==> src/rtl/hcordic_pkg.sv <==
// hcordic_pkg: shared types and constants for the iterative hyperbolic CORDIC engine
//   state_t   FSM states IDLE/RUN/DONE
//   mode_t    ROT drives z to zero, VEC drives y to zero
//   atanh30   atanh(2^-i) for i = 1..TBL_MAX at 30 fractional bits, rounded down
//   is_repeat shift indices executed twice for hyperbolic convergence
//   KH_Q14    hyperbolic gain K_h for N >= 13, Q2.14
package hcordic_pkg;
  typedef enum logic [1:0] {IDLE, RUN, DONE} state_t;
  typedef enum logic {ROT, VEC} mode_t;
  localparam int TBL_MAX = 15;
  localparam int KH_Q14 = 13569;
  function automatic logic [31:0] atanh30(input int i);
    case (i)
      1:  return 32'd589812981;
      2:  return 32'd274247418;
      3:  return 32'd134923406;
      4:  return 32'd67196450;
      5:  return 32'd33565361;
      6:  return 32'd16778581;
      7:  return 32'd8388778;
      8:  return 32'd4194325;
      9:  return 32'd2097154;
      10: return 32'd1048576;
      11: return 32'd524288;
      12: return 32'd262144;
      13: return 32'd131072;
      14: return 32'd65536;
      15: return 32'd32768;
      default: return 32'd0;
    endcase
  endfunction
  function automatic logic is_repeat(input int i);
    return i == 4 || i == 13;
  endfunction
endpackage

==> src/rtl/hcordic_atanh_rom.sv <==
// hcordic_atanh_rom: combinational atanh(2^-idx) lookup, Q2.(W-2)
//   idx  in  ITER_W  shift index
//   val  out W       angle constant, truncated from the 30-bit table
module hcordic_atanh_rom import hcordic_pkg::*; #(
  parameter int W = 16,
  parameter int ITER_W = 4
) (
  input  logic [ITER_W-1:0] idx,
  output logic [W-1:0]      val
);
  assign val = W'(atanh30(int'(idx)) >> (32 - W));
endmodule

==> src/rtl/hcordic_iter.sv <==
// hcordic_iter: iterative hyperbolic CORDIC, one micro-rotation per clock
//   clk, reset                  clock, async active-high reset
//   in_valid/in_ready           operand handshake (accepted only in IDLE)
//   mode, n_iter                0 rotation / 1 vectoring, last shift index N
//   x_in, y_in, z_in, tag_in    signed Q2.(W-2) operands and sideband
//   out_valid/out_ready         result handshake
//   x_out, y_out, z_out, tag_out saturated results and tag
module hcordic_iter import hcordic_pkg::*; #(
  parameter int W = 16,
  parameter int GUARD = 2,
  parameter int MAX_ITER = 15,
  parameter int ITER_W = 4,
  parameter int TAG_W = 4
) (
  input  logic              clk,
  input  logic              reset,
  input  logic              in_valid,
  output logic              in_ready,
  input  logic              mode,
  input  logic [ITER_W-1:0] n_iter,
  input  logic [W-1:0]      x_in,
  input  logic [W-1:0]      y_in,
  input  logic [W-1:0]      z_in,
  input  logic [TAG_W-1:0]  tag_in,
  output logic              out_valid,
  input  logic              out_ready,
  output logic [W-1:0]      x_out,
  output logic [W-1:0]      y_out,
  output logic [W-1:0]      z_out,
  output logic [TAG_W-1:0]  tag_out
);
  localparam int WD = W + GUARD;
  state_t state;
  mode_t md;
  logic [ITER_W-1:0] it, last, n_c;
  logic rep, dp, fin;
  logic [TAG_W-1:0] tag;
  logic [W-1:0] rom;
  logic signed [WD-1:0] x, y, z, xn, yn, zn, a;
  function automatic logic [W-1:0] sat(input logic signed [WD-1:0] v);
    return (&v[WD-1:W-1] || ~|v[WD-1:W-1]) ? v[W-1:0] : {v[WD-1], {(W-1){~v[WD-1]}}};
  endfunction
  hcordic_atanh_rom #(.W(W), .ITER_W(ITER_W)) u_rom (.idx(it), .val(rom));
  assign in_ready = state == IDLE;
  assign out_valid = state == DONE;
  assign a = {{GUARD{1'b0}}, rom};
  always_comb begin
    dp = (md == ROT) ? ~z[WD-1] : y[WD-1];
    xn = dp ? x + (y >>> it) : x - (y >>> it);
    yn = dp ? y + (x >>> it) : y - (x >>> it);
    zn = dp ? z - a : z + a;
    // the last index is finished only once its repeat pass (if any) is done
    fin = (it == last) && (rep || !is_repeat(int'(it)));
    n_c = (n_iter == '0) ? ITER_W'(1) : (n_iter > ITER_W'(MAX_ITER)) ? ITER_W'(MAX_ITER) : n_iter;
  end
  always_ff @(posedge clk or posedge reset)
    if (reset) begin
      state <= IDLE;
      md <= ROT;
      it <= '0;
      last <= '0;
      rep <= 1'b0;
      tag <= '0;
      x <= '0;
      y <= '0;
      z <= '0;
      x_out <= '0;
      y_out <= '0;
      z_out <= '0;
      tag_out <= '0;
    end else
      case (state)
        IDLE:
          if (in_valid) begin
            x <= {{GUARD{x_in[W-1]}}, x_in};
            y <= {{GUARD{y_in[W-1]}}, y_in};
            z <= {{GUARD{z_in[W-1]}}, z_in};
            md <= mode_t'(mode);
            last <= n_c;
            tag <= tag_in;
            it <= ITER_W'(1);
            rep <= 1'b0;
            state <= RUN;
          end
        RUN: begin
          x <= xn;
          y <= yn;
          z <= zn;
          if (fin) begin
            x_out <= sat(xn);
            y_out <= sat(yn);
            z_out <= sat(zn);
            tag_out <= tag;
            state <= DONE;
          end else if (is_repeat(int'(it)) && !rep)
            rep <= 1'b1;
          else begin
            it <= it + ITER_W'(1);
            rep <= 1'b0;
          end
        end
        DONE:
          if (out_ready) state <= IDLE;
        default: state <= IDLE;
      endcase
endmodule

==> config.mk <==
export PLATFORM = sky130hd
export DESIGN_NAME = hcordic_iter
export DESIGN_NICKNAME = d
export VERILOG_FILES = /design/src/rtl/hcordic_pkg.sv /design/src/rtl/hcordic_atanh_rom.sv /design/src/rtl/hcordic_iter.sv
export SDC_FILE = /design/constraint.sdc
export NUM_CORES = 1
export LEC_CHECK = 0
export BUFFER_PORTS_ARGS = -buffer_cell sky130_fd_sc_hd__buf_4
export CORE_ASPECT_RATIO = 0.5
export CORE_UTILIZATION = 45
export DETAILED_ROUTE_END_ITERATION = 7
export SYNTH_ARGS = -nofsm -noshare
export SYNTH_HDL_FRONTEND = slang
export SYNTH_SLANG_ARGS = --single-unit
==> constraint.sdc <==
create_clock -name clk -period 19.68 [get_ports clk]
set_input_delay 1.968 -clock clk [delete_from_list [all_inputs] [get_ports clk]]
set_output_delay 1.968 -clock clk [all_outputs]
set_load 0.02 [all_outputs]
* Word-level counts from Yosys, hierarchy flattened *
Memories as Yosys holds them, arrays and structs flattened.
Cells that the tools add are included.

word-level totals
  logic and storage cells = 92
  flip-flop bits (word level) = 122
  input bits = 61
  output and inout bits = 54
  memories kept = 1
  ROM bits = 480

cells by class
  muxes and demuxes = 27
  shift-type cells = 2
  add/subtract/negate cells = 7
  reductions and logical operators = 27
  equal/unequal tests = 10
  bitwise gates (word level) = 4
  $lt $le $gt $ge = 1

memories
  memory            depth  width  rd ports  clocked after Yosys merged registers in  wr ports  line               source
  (name not given)  16     30     1         0                                        0         hcordic_pkg.sv:13  case (i)

operators by type and width
  operator                                              count
  two-way mux 18 bit                                    6
  one-hot mux 18 bit (2 select lines)                   3
  two-way mux 16 bit                                    3
  adder 18 bit                                          2
  >>> shifter 18 x 4 -> 18 bit                          2
  subtractor 18 bit                                     2
  two-way mux 4 bit                                     5
  adder 18 x 17 -> 18 bit                               1
  subtractor 18 x 17 -> 18 bit                          1
  AND reduction 3 bit                                   5
  OR reduction 3 bit                                    3
  inequality test 2 bit, second input constant          4
  one-hot mux 4 bit (2 select lines)                    1
  two-way mux 2 bit                                     3
  one-hot mux 2 bit (3 select lines)                    1
  AND reduction 2 bit                                   3
  logical NOT 1 bit                                     5
  logical OR 1 bit                                      5
  adder 4 x 1 -> 4 bit, second input constant           1
  == test 4 x 3 -> 1 bit, second input constant         1
  == test 4 bit                                         1
  == test 4 bit, second input constant                  1
  greater-than comparator 4 bit, second input constant  1
  logical NOT 4 bit                                     1
  10 further kinds                                      17

* Depth between registers and ports, before layout *
Gate-level depths: netlist of the first run.

  depth in word-level cells = 7
  mapped depth = 26
  gate-level depth less buffers = 22

* Modules after synthesis *
Synthesis of the first run repeated with hierarchy kept, for this count alone.

unflattened totals
  cell total of the unflattened synthesis = 1309
  area, all modules = 11250.8 um^2

by module, submodules not included
  module             area each (um^2)  times used  cells an instance
  hcordic_iter       11044.3           1           1274
  hcordic_atanh_rom  206.4             1           35

* Worst setup path after synthesis of the first run *
OpenSTA, ideal clock, no wires.

  kind = register -> register
  start point = reg it[3]
  end point = reg z_out[10]
  path buffers = 7
  arrival time = 6.266 ns
  library setup time = 0.065 ns
  slack = 13.349 ns
  data required time = 19.615 ns
  stages on the path, launching flop included = 25
  cell sequence = dfrtp_1 > buf_2 > clkbuf_1 > buf_2 > buf_1 > buf_2 > buf_1 > mux2_2 > a21o_1 > inv_1 > ha_1 > a31oi_1 > or2_2 > nor2_1 > xor2_1 > ha_1 > a21o_1 > a211o_1 > a2111oi_1 > nor3_1 > a311oi_1 > xnor2_1 > o31ai_1 > buf_2 > o22a_1

between the ends
  word-level cells in the longest chain between the ends = 7
  elaborated cells on any way between the ends = 18

RTL lines
  element                                                                  line                source
  start, declared                                                          hcordic_iter.sv:35  logic [ITER_W-1:0] it, last, n_c;
  start signal, assigned                                                   hcordic_iter.sv:98  it <= it + ITER_W'(1);
  memory (16 x 30 bit)                                                     --
  adder 18 x 17 -> 18 bit or subtractor 18 x 17 -> 18 bit (tied branches)  hcordic_iter.sv:51  zn = dp ? z - a : z + a;
  two-way mux 18 bit                                                       hcordic_iter.sv:51
  OR reduction 3 bit                                                       hcordic_iter.sv:41  return (&v[WD-1:W-1] || ~|v[WD-1:W-1]) ? v[W-1:0] : {v[WD-1], {(W-1){~v[WD-1]}}};
  logical NOT 1 bit                                                        hcordic_iter.sv:41
  logical OR 1 bit                                                         hcordic_iter.sv:41
  two-way mux 16 bit                                                       hcordic_iter.sv:41
  end signal, assigned                                                     hcordic_iter.sv:92  z_out <= sat(zn);
  end, declared                                                            hcordic_iter.sv:29  output logic [W-1:0] z_out,

Several ways; a longest one is shown, not always the timed one.
A chain may end at the register's enable or synchronous reset.

* Worst setup path after layout of the first run *
  start point = reg it[3]
  end point = reg x_out[14]

between the ends
  word-level cells in the longest chain between the ends = 7
  elaborated cells on any way between the ends = 18

RTL lines
  element                                            line                source
  >>> shifter 18 x 4 -> 18 bit                       hcordic_iter.sv:49  xn = dp ? x + (y >>> it) : x - (y >>> it);
  subtractor 18 bit or adder 18 bit (tied branches)  hcordic_iter.sv:49
  two-way mux 18 bit                                 hcordic_iter.sv:49
  OR reduction 3 bit                                 hcordic_iter.sv:41
  logical NOT 1 bit                                  hcordic_iter.sv:41
  logical OR 1 bit                                   hcordic_iter.sv:41
  two-way mux 16 bit                                 hcordic_iter.sv:41
  end signal, assigned                               hcordic_iter.sv:90  x_out <= sat(xn);
  end, declared                                      hcordic_iter.sv:27  output logic [W-1:0] x_out,

Several ways; a longest one is shown, not always the timed one.

==> results of run 1 <==
worst max-delay path, delay by kind of cell (launching register included):
| kind | cells | cell delay [ns] |
|---|---|---|
| adders and majority gates | 1 | 0.38 |
| AOI/OAI and AO/OA | 9 | 3.37 |
| buffers and inverters | 2 | 1.22 |
| DFF | 1 | 0.72 |
| xor gates and xnor gates | 2 | 0.71 |
| and+or+nand+nor | 4 | 1.07 |
metal layers:
layer | vias up | GRT usage, % | wire, um
li1 | 4952 | - | -
met4 | 0 | 9.25 | 785
met1 | 5153 | 40.7 | 17100
met3 | 47 | 7.11 | 2520
met2 | 403 | 44.0 | 15800
met5 | - | 0 | 0
synth_stat cells, types with 13 or more instances:
library cell / n / share of area (%)
o22a_1: 20 / 1.6
o21ai_0: 75 / 3.4
xnor2_1: 55 / 4.3
a211oi_1: 13 / 0.87
nor2_1: 124 / 4.2
nor3_1: 29 / 1.3
a21o_1: 14 / 0.94
o21a_1: 13 / 0.87
mux2_2: 25 / 2.5
o21ai_1: 14 / 0.63
a31oi_1: 35 / 2.0
o31ai_1: 24 / 1.6
clkbuf_1: 50 / 1.7
ha_1: 62 / 6.9
inv_1: 33 / 1.1
a22oi_1: 19 / 1.3
nand2_1: 132 / 4.4
mux2i_1: 26 / 2.3
xor2_1: 37 / 2.9
mux4_2: 38 / 7.7
a21oi_1: 122 / 5.5
dfrtp_1: 122 / 27
nand3_1: 14 / 0.63
nand2b_1: 19 / 1.1
per-stage QoR:
| step | std cells | utilization, % | instance area (sq um) | worst slack (ns) | hold slack, ns |
|---|---|---|---|---|---|
| 2_1_floorplan | 1300 | - | 11200 | 13.35 | 0.458 |
| 3_3_place_gp | 1687 | 50.6 | 12200 | 12.55 | 0.469 |
| 3_5_place_dp | 1687 | 50.6 | 12200 | 12.31 | 0.474 |
| 4_1_cts | 1719 | 53.1 | 12800 | 12.24 | 0.487 |
| 5_1_grt | 1719 | 53.1 | 12800 | 11.40 | 0.506 |
| 6_report | 1719 | 53.1 | 12800 | 11.98 | 0.481 |
final timing paths:
path	slack, ns	to	start	cells past startpoint
worst max-delay path	11.98	x_out[14]	it[3]	18
min in group asynchronous	1.65	z_out[2]	reset	2
max in group asynchronous	16.61	y[12]	reset	3
worst min-delay path	0.48	y_out[0]	y_out[0]	2
worst max register to register	11.98	x_out[14]	it[3]	18
worst min register to register	0.48	y_out[0]	y_out[0]	2
cell families (layout without fill, tap and decap cells):
family	Yosys count	after routing
XOR/XNOR	93	93
buffers and inverters	116	199
AND/OR/NAND/NOR	388	388
flip-flops	122	122
AO/OA/AOI/OAI	426	426
adder cells (fa/ha/maj)	65	65
multiplexers	90	90
flip-flops by register name (all words and copies together) (netlist names):
name     cells
y_out       16
it           4
tag_out      4
tag          4
state        2
md           1
last         4
x_out       16
y           18
z_out       16
rep          1
x           18
z           18
cell type report:
class	instances	area, sq um
inverter	36	138
timing repair buffer	131	983
clock inverter	15	198
tap	336	420
clock buffer	17	425
fill	2326	11300
sequential	122	3050
multi-input combinational	1062	7620
==> impl_summary.log, run 1 <==
INFO  metric cp_cell_instances = buf_4 > clkinv_1 > o21ai_0 > o21ai_0 > nor2_1 > nor4bb_1 > nand4b_1 > o21ai_0 > xnor2_1 > ha_1 > o21a_1 > nor2_1 > o311ai_1 > a41oi_1 > a21oi_1 > xnor3_1 > a21oi_1 > a21oi_1
INFO  metric count_of_pins_on_the_block_boundary = between 100 and 150
INFO  metric critPathLaunchType = flip-flop
INFO  metric first_global_vias = slightly above 10000
INFO  metric relSlewSlack = between 10% and 20%
INFO  metric dp_hpwl = about 27000 um
INFO  metric async_flop_share = between 90% and 100%
INFO  metric critical-path-max-stage-delay = approximately 1.1 ns
INFO  metric synth.mux.area_fraction = between 10% and 20%
INFO  metric grt_remaining_overflow = 0
INFO  metric share_of_synthesized_area_occupied_by_flip_flops_and_latches = 27.3%
INFO  metric layout_common_cells = nand2_1, buf_4, nor2_1, a21oi_1, dfrtp_1
INFO  metric cp_max_fo = 37
INFO  metric post_route_cells_drive_above_1_share = a little under a fifth
INFO  metric drt.antenna.violating_nets = 0
INFO  metric synth_top_family_by_area = compound AO/OA/AOI/OAI gates
INFO  metric clock_insertion_delay_worst_skew = approximately 0.45 ns
INFO  metric cts_resized = 0
INFO  metric cts.sinks = about 120
INFO  metric period_needed = around 7.7 ns
INFO  metric grt_start_max_net_pins = 69
INFO  metric std_cell_rows = 40
INFO  metric globalplace.congestion = 0.950
INFO  metric insertedDiodeCount = 0
INFO  metric cts_tree = yes
INFO  metric clock_tree.root_cell = clkbuf_16
INFO  metric ctsHtreeMaxLevel = 4
INFO  metric cts.hold.buffers_added = 0
INFO  metric post_synth_fa_ha_maj_area_fraction = under 10%
INFO  metric synth-warning-count = 0
INFO  metric clock_path_buffers = 2
INFO  metric totalWireLength = between 30000 and 40000 um
INFO  metric timing_worst_slew_pin_value = ~1.3 ns
INFO  metric cpMaxStageDelayCell = a21oi_1
INFO  metric placement.io_buffers = approximately 110
INFO  metric post_cts_buffers = 0
INFO  metric synth_fp_nets = approximately 1400
INFO  metric drv.max_cap_violation_count = 0
INFO  metric area.growth.synth_to_final = 15.1%
INFO  metric wl_per_cell = between 20 and 25 um
INFO  metric synth.ff_latch_count = ~120
INFO  metric routed_via_density = 6.14
INFO  metric critical_path_required_time = roughly 20 ns
INFO  metric detailroute.via_count = about 11000
INFO  metric synth.avg_cell_area = about 8.6 sq um
INFO  metric vertical_die_dimension = between 100 and 150 um
INFO  metric dominantRegCellSynth = dfrtp_1
INFO  metric tcrit_tclk_final = 39.1%
INFO  metric totalNegativeSetupSlack = 0 ns
INFO  metric global_route.usage.total = 29.0%
INFO  metric detail_route.iter0.violations = 943
INFO  metric max_clock_freq = 130 MHz
INFO  metric antenna_found_initial = 0
INFO  metric run_status = finished clean
INFO  metric endpoint_kind = flip-flop
INFO  metric clkTransAtPathRegs = 0.07 ns
INFO  metric drt_drc_violations_left = 0
INFO  metric finalMaxSlewViolations = 0
INFO  metric final_net_count = 1496
INFO  metric share_of_the_synthesized_netlist_area_taken_by_xor_and_xnor_gates = 7.42%
INFO  metric drt_pass1_iterations = 6
INFO  metric die-area = around 0.025 sq mm
INFO  metric hold_viol = 0
INFO  metric mappedNetlistArea = 0.0112 sq mm
INFO  metric synth.distinct_cells = roughly 80
INFO  metric final.setup_skew = about 0.013 ns
INFO  metric synth_enable_flop_cells = 0
INFO  metric worst-endpoint-arrival = approximately 8 ns
INFO  metric cts_made_buffers = 17
INFO  metric grt_first_pass_wirelength = roughly 57000 um
INFO  metric grt_setup_unrepaired = false
INFO  metric yosys.area_share.simple = approximately 16%
INFO  metric initial_core_util = around 46%
INFO  metric complex_gate_fraction_of_the_synthesized_area = roughly a quarter
INFO  metric worst-setup-path-type = reg -> reg
INFO  metric min_path_type = reg -> reg
INFO  metric dieWidth = 225 um
INFO  metric core_region_area = 0.0242 sq mm
INFO  metric report.final.setup_viol = 0
INFO  metric final_common_cell = nand2_1
INFO  metric synthCells = between 1000 and 1500
Power of run 1 is not shown: default switching activity piles up to over one toggle a cycle in this logic, so the estimate is an artifact.
==> run 2, diff against run 1 <==
--- a/config.mk
+++ b/config.mk
@@ -5,10 +5,12 @@
 export SDC_FILE = /design/constraint.sdc
 export NUM_CORES = 1
 export LEC_CHECK = 0
+export ABC_AREA = 1
 export BUFFER_PORTS_ARGS = -buffer_cell sky130_fd_sc_hd__buf_4
 export CORE_ASPECT_RATIO = 0.5
 export CORE_UTILIZATION = 45
 export DETAILED_ROUTE_END_ITERATION = 7
+export PLACE_DENSITY = 0.66
 export SYNTH_ARGS = -nofsm -noshare
 export SYNTH_HDL_FRONTEND = slang
 export SYNTH_SLANG_ARGS = --single-unit
==> constraint.sdc (replaced) <==
create_clock -name clk -period 6.35 [get_ports clk]
set_input_delay 0.635 -clock clk [delete_from_list [all_inputs] [get_ports clk]]
set_output_delay 0.635 -clock clk [all_outputs]
set_load 0.02 [all_outputs]
==> impl_summary.log, run 2 <==
INFO  metric run_status = finished clean
INFO  metric layoutNonFillerInstCount = 2012 (+17%)
INFO  metric layout_common_cells = nand2_1, nand3_1, inv_1, buf_4, dfrtp_1
INFO  metric cts_made_buffers = 17 (unchanged)
INFO  metric initial_core_util = 47.0% (+0.79 points)
INFO  metric dominantRegCellSynth = dfrtp_1
INFO  metric critPathLaunchType = flip-flop
INFO  metric first_global_vias = 10864 (+7.4%)
INFO  metric drt.antenna.violating_nets = 0 (unchanged)
INFO  metric drt_drc_violations_left = 0 (unchanged)
INFO  metric cts_resized = 0 (unchanged)
INFO  metric synth.ff_latch_count = 122 (unchanged)
INFO  metric cp_max_fo = 38 (+2.7%)
INFO  metric async_flop_share = 100% (unchanged)
INFO  metric std_cell_rows = 39 (-2.5%)
INFO  metric worst_reg_to_reg_setup_slack = 1.20 ns (-10.78 ns)
INFO  metric worst_r2r_endpoint = z_out[11]
INFO  metric post_route_cells_drive_above_1_share = 16.9% (-1.9 points)
INFO  metric totalNegativeSetupSlack = 0 ns (unchanged)
INFO  metric synthDominantCellAreaShare = 27.9% (+0.52 points)
INFO  metric cts_tree = yes
INFO  metric final_common_cell = nand2_1
INFO  metric setup_ws = 1.20 ns (-10.78 ns)
INFO  metric yosys.cell_count.top_type = nand2_1
INFO  metric clock_path_buffers = 2 (unchanged)
INFO  metric grt_remaining_overflow = 0 (unchanged)
INFO  metric report.final.setup_viol = 0 (unchanged)
INFO  metric critical_path_required_time = 6.65 ns (-13.29 ns)
INFO  metric wl_per_cell = 17.3 um (-18%)
INFO  metric insertedDiodeCount = 0 (unchanged)
INFO  metric timing_worst_slew_pin_value = 1.18 ns (-0.118 ns)
INFO  metric rr_startpoint = it[3]
INFO  metric grt_start_max_net_pins = 63 (-8.7%)
INFO  metric final_cell_area = 0.0125 sq mm (-2.5%)
INFO  metric worst-setup-path-type = reg -> reg
INFO  metric cts.sinks = 122 (unchanged)
INFO  metric placement.io_buffers = 114 (unchanged)
INFO  metric vertical_die_dimension = 112 um (-0.92%)
INFO  metric mappedNetlistArea = 0.0110 sq mm (-1.9%)
INFO  metric share_of_synthesized_area_occupied_by_flip_flops_and_latches = 27.9% (+0.52 points)
INFO  metric critical-path-max-stage-delay = 0.88 ns (-0.20 ns)
INFO  metric synthCells = 1608 (+24%)
INFO  metric min_path_type = in -> async
INFO  metric endpoint_kind = flip-flop
INFO  metric critical-path-top-delay-family = simple AND/OR/NAND/NOR gates
INFO  metric synth.distinct_cells = 46 (-41%)
INFO  metric post_cts_buffers = 0 (unchanged)
INFO  metric dieWidth = 223 um (-0.93%)
INFO  metric antenna_found_initial = 0 (unchanged)
INFO  metric tcrit_tclk_final = 81.1% (+42 points)
INFO  metric ys_top_cells_by_area = dfrtp_1, nand2_1, nand3_1, ha_1, xor2_1
INFO  metric worst-endpoint-arrival = 5.45 ns (-2.51 ns)
INFO  metric placement.setup.worst_slack = 1.31 ns (-10.99 ns)
INFO  metric final_net_count = 1818 (+22%)
INFO  metric die-area = 0.0250 sq mm (-1.8%)
INFO  metric ctsHtreeMaxLevel = 4 (unchanged)
INFO  metric global_route.usage.total = 28.3% (-0.71 points)
INFO  metric routed_via_density = 5.46 (-11%)
INFO  metric detail_route.iter0.violations = 947 (+0.42%)
INFO  metric synth.cells.most_frequent = nand2_1, nand3_1, inv_1
INFO  metric synth.avg_cell_area = 6.81 sq um (-21%)
INFO  metric synth_area_leader_cell = dfrtp_1
INFO  metric relSlewSlack = 21.0% (+7.7 points)
INFO  metric totalWireLength = 34800 um (-4.2%)
INFO  metric hold_viol = 0 (unchanged)
INFO  metric period_needed = 5.15 ns (-2.55 ns)
INFO  metric cts.hold.buffers_added = 0 (unchanged)
INFO  metric grt_first_pass_wirelength = 55200 um (-2.8%)
INFO  metric finalMaxSlewViolations = 0 (unchanged)
INFO  metric synth_enable_flop_cells = 0 (unchanged)
INFO  metric largest_regs = x: 18 flops, y: 18 flops, z: 18 flops
INFO  metric max_clock_freq = 194 MHz (+50%)
INFO  metric synth-warning-count = 0 (unchanged)
INFO  metric buffers_inverters_on_critical_path = 4 (+2)
INFO  metric synth_fp_nets = 1734 (+22%)
INFO  metric clock_insertion_delay_worst_skew = 0.44 ns (about the same)
INFO  metric count_of_pins_on_the_block_boundary = 115 (unchanged)
INFO  metric dp_hpwl = 26100 um (-2.2%)
INFO  metric core_region_area = 0.0233 sq mm (-3.5%)
INFO  metric globalplace.congestion = 0.971 (+2.2%)
INFO  metric placed_cells_incl_taps = 1980 (+17%)
INFO  metric cpMaxStageDelayCell = dfrtp_1
INFO  metric drt_pass1_iterations = 5 (-1)
INFO  metric critical_path.most_common_cell = nand2_1
INFO  metric clkTransAtPathRegs = 0.06 ns (about the same)
INFO  metric clock_tree.root_cell = clkbuf_16
INFO  metric drv.max_cap_violation_count = 0 (unchanged)
INFO  metric grt_setup_unrepaired = false
INFO  metric timing.reg2reg.worst_path_depth = 26 (+8)
INFO  metric area.growth.synth_to_final = 14.3%
INFO  metric detailroute.via_count = 10989 (+4.1%)
INFO  metric fillers = 2361 (+1.5%)
INFO  metric final.setup_skew = 0.00867 ns (-0.00393 ns)
INFO  metric post_dp_cell_area = 0.0120 sq mm (-2.1%)
==> run 2: cell count changes after synthesis, sizes merged, moves of 35 or more <==
| cell | change |
|---|---|
| xnor2 | -35 |
| or2 | +39 |
| nand3 | +161 |
| nand2 | +337 |
| mux4 | -38 |
| inv | +125 |
==> run 2: metal layers <==
metal	global-route usage, %	part of all wire [%]	wire (um)	up-vias
met5	0	0	0	-
met4	9.93	2.4	819	0
met3	6.31	5.4	1890	52
met2	46.6	46	15900	319
met1	36.7	46	16100	5202
li1	-	-	-	5416
==> run 2: how the worst max path moves through the flow <==
stage	start	end	slack (ns)	cells after the start
6_report	it[3]	z_out[11]	1.20	26
3_3_place_gp	it[3]	z_out[11]	1.28	26
3_5_place_dp	it[3]	z_out[13]	1.31	22
4_1_cts	it[0]	y_out[8]	1.27	27
2_1_floorplan	it[0]	y_out[0]	2.38	28
5_1_grt	it[0]	y_out[8]	0.73	27
==> run 2: layout make-up <==
cell class | count | area [sq um] | area share [%]
Inverter | 159 | 599 | 4.79
Timing Repair Buffer | 132 | 991 | 7.91
Multi-Input combinational cell | 1260 | 6940 | 55.4
Sequential cell | 122 | 3050 | 24.4
Tap cell | 307 | 384 | 3.07
Clock inverter | 13 | 119 | 0.949
Clock buffer | 19 | 443 | 3.54
==> run 2: cells by family after synthesis <==
logic type	after synthesis	synth area share (%)
flip-flops	122	27.9
AND/OR/NAND/NOR	818	32.6
XOR/XNOR	89	7.12
adder cells (fa/ha/maj)	65	7.63
AO/OA/AOI/OAI	288	15.8
buffers and inverters	226	8.99
==> run 2: metrics by stage <==
step / hold slack (ns) / utilization (%)
final: 0.358 / 53.7
after global routing: 0.354 / 53.7
after CTS: 0.323 / 53.7
after detailed placement: 0.467 / 51.3
after global placement: 0.453 / 51.3
after floorplan: 0.442 / -
==> run 2: worst reg2reg max path, cell delays in order (launching register included) <==
cell and delay, ns:
dfrtp_1 0.88, inv_2 0.09, buf_4 0.30, nand3_1 0.28
o21ai_1 0.12, nor2_2 0.16, nand3_2 0.16, nor2_2 0.24
nand2_1 0.14, nand2_1 0.09, xor2_1 0.19, inv_1 0.07
ha_1 0.34, nand2_1 0.08, or2_0 0.22, nand3_1 0.12
a21boi_0 0.15, o21ai_1 0.28, nand2_1 0.11, nand2_1 0.08
nand2_1 0.06, nand2_1 0.13, nand2_1 0.07, nand3_1 0.14
nand2_1 0.08, inv_2 0.25, a21boi_0 0.17
Power of run 2 is left out for the same reason.
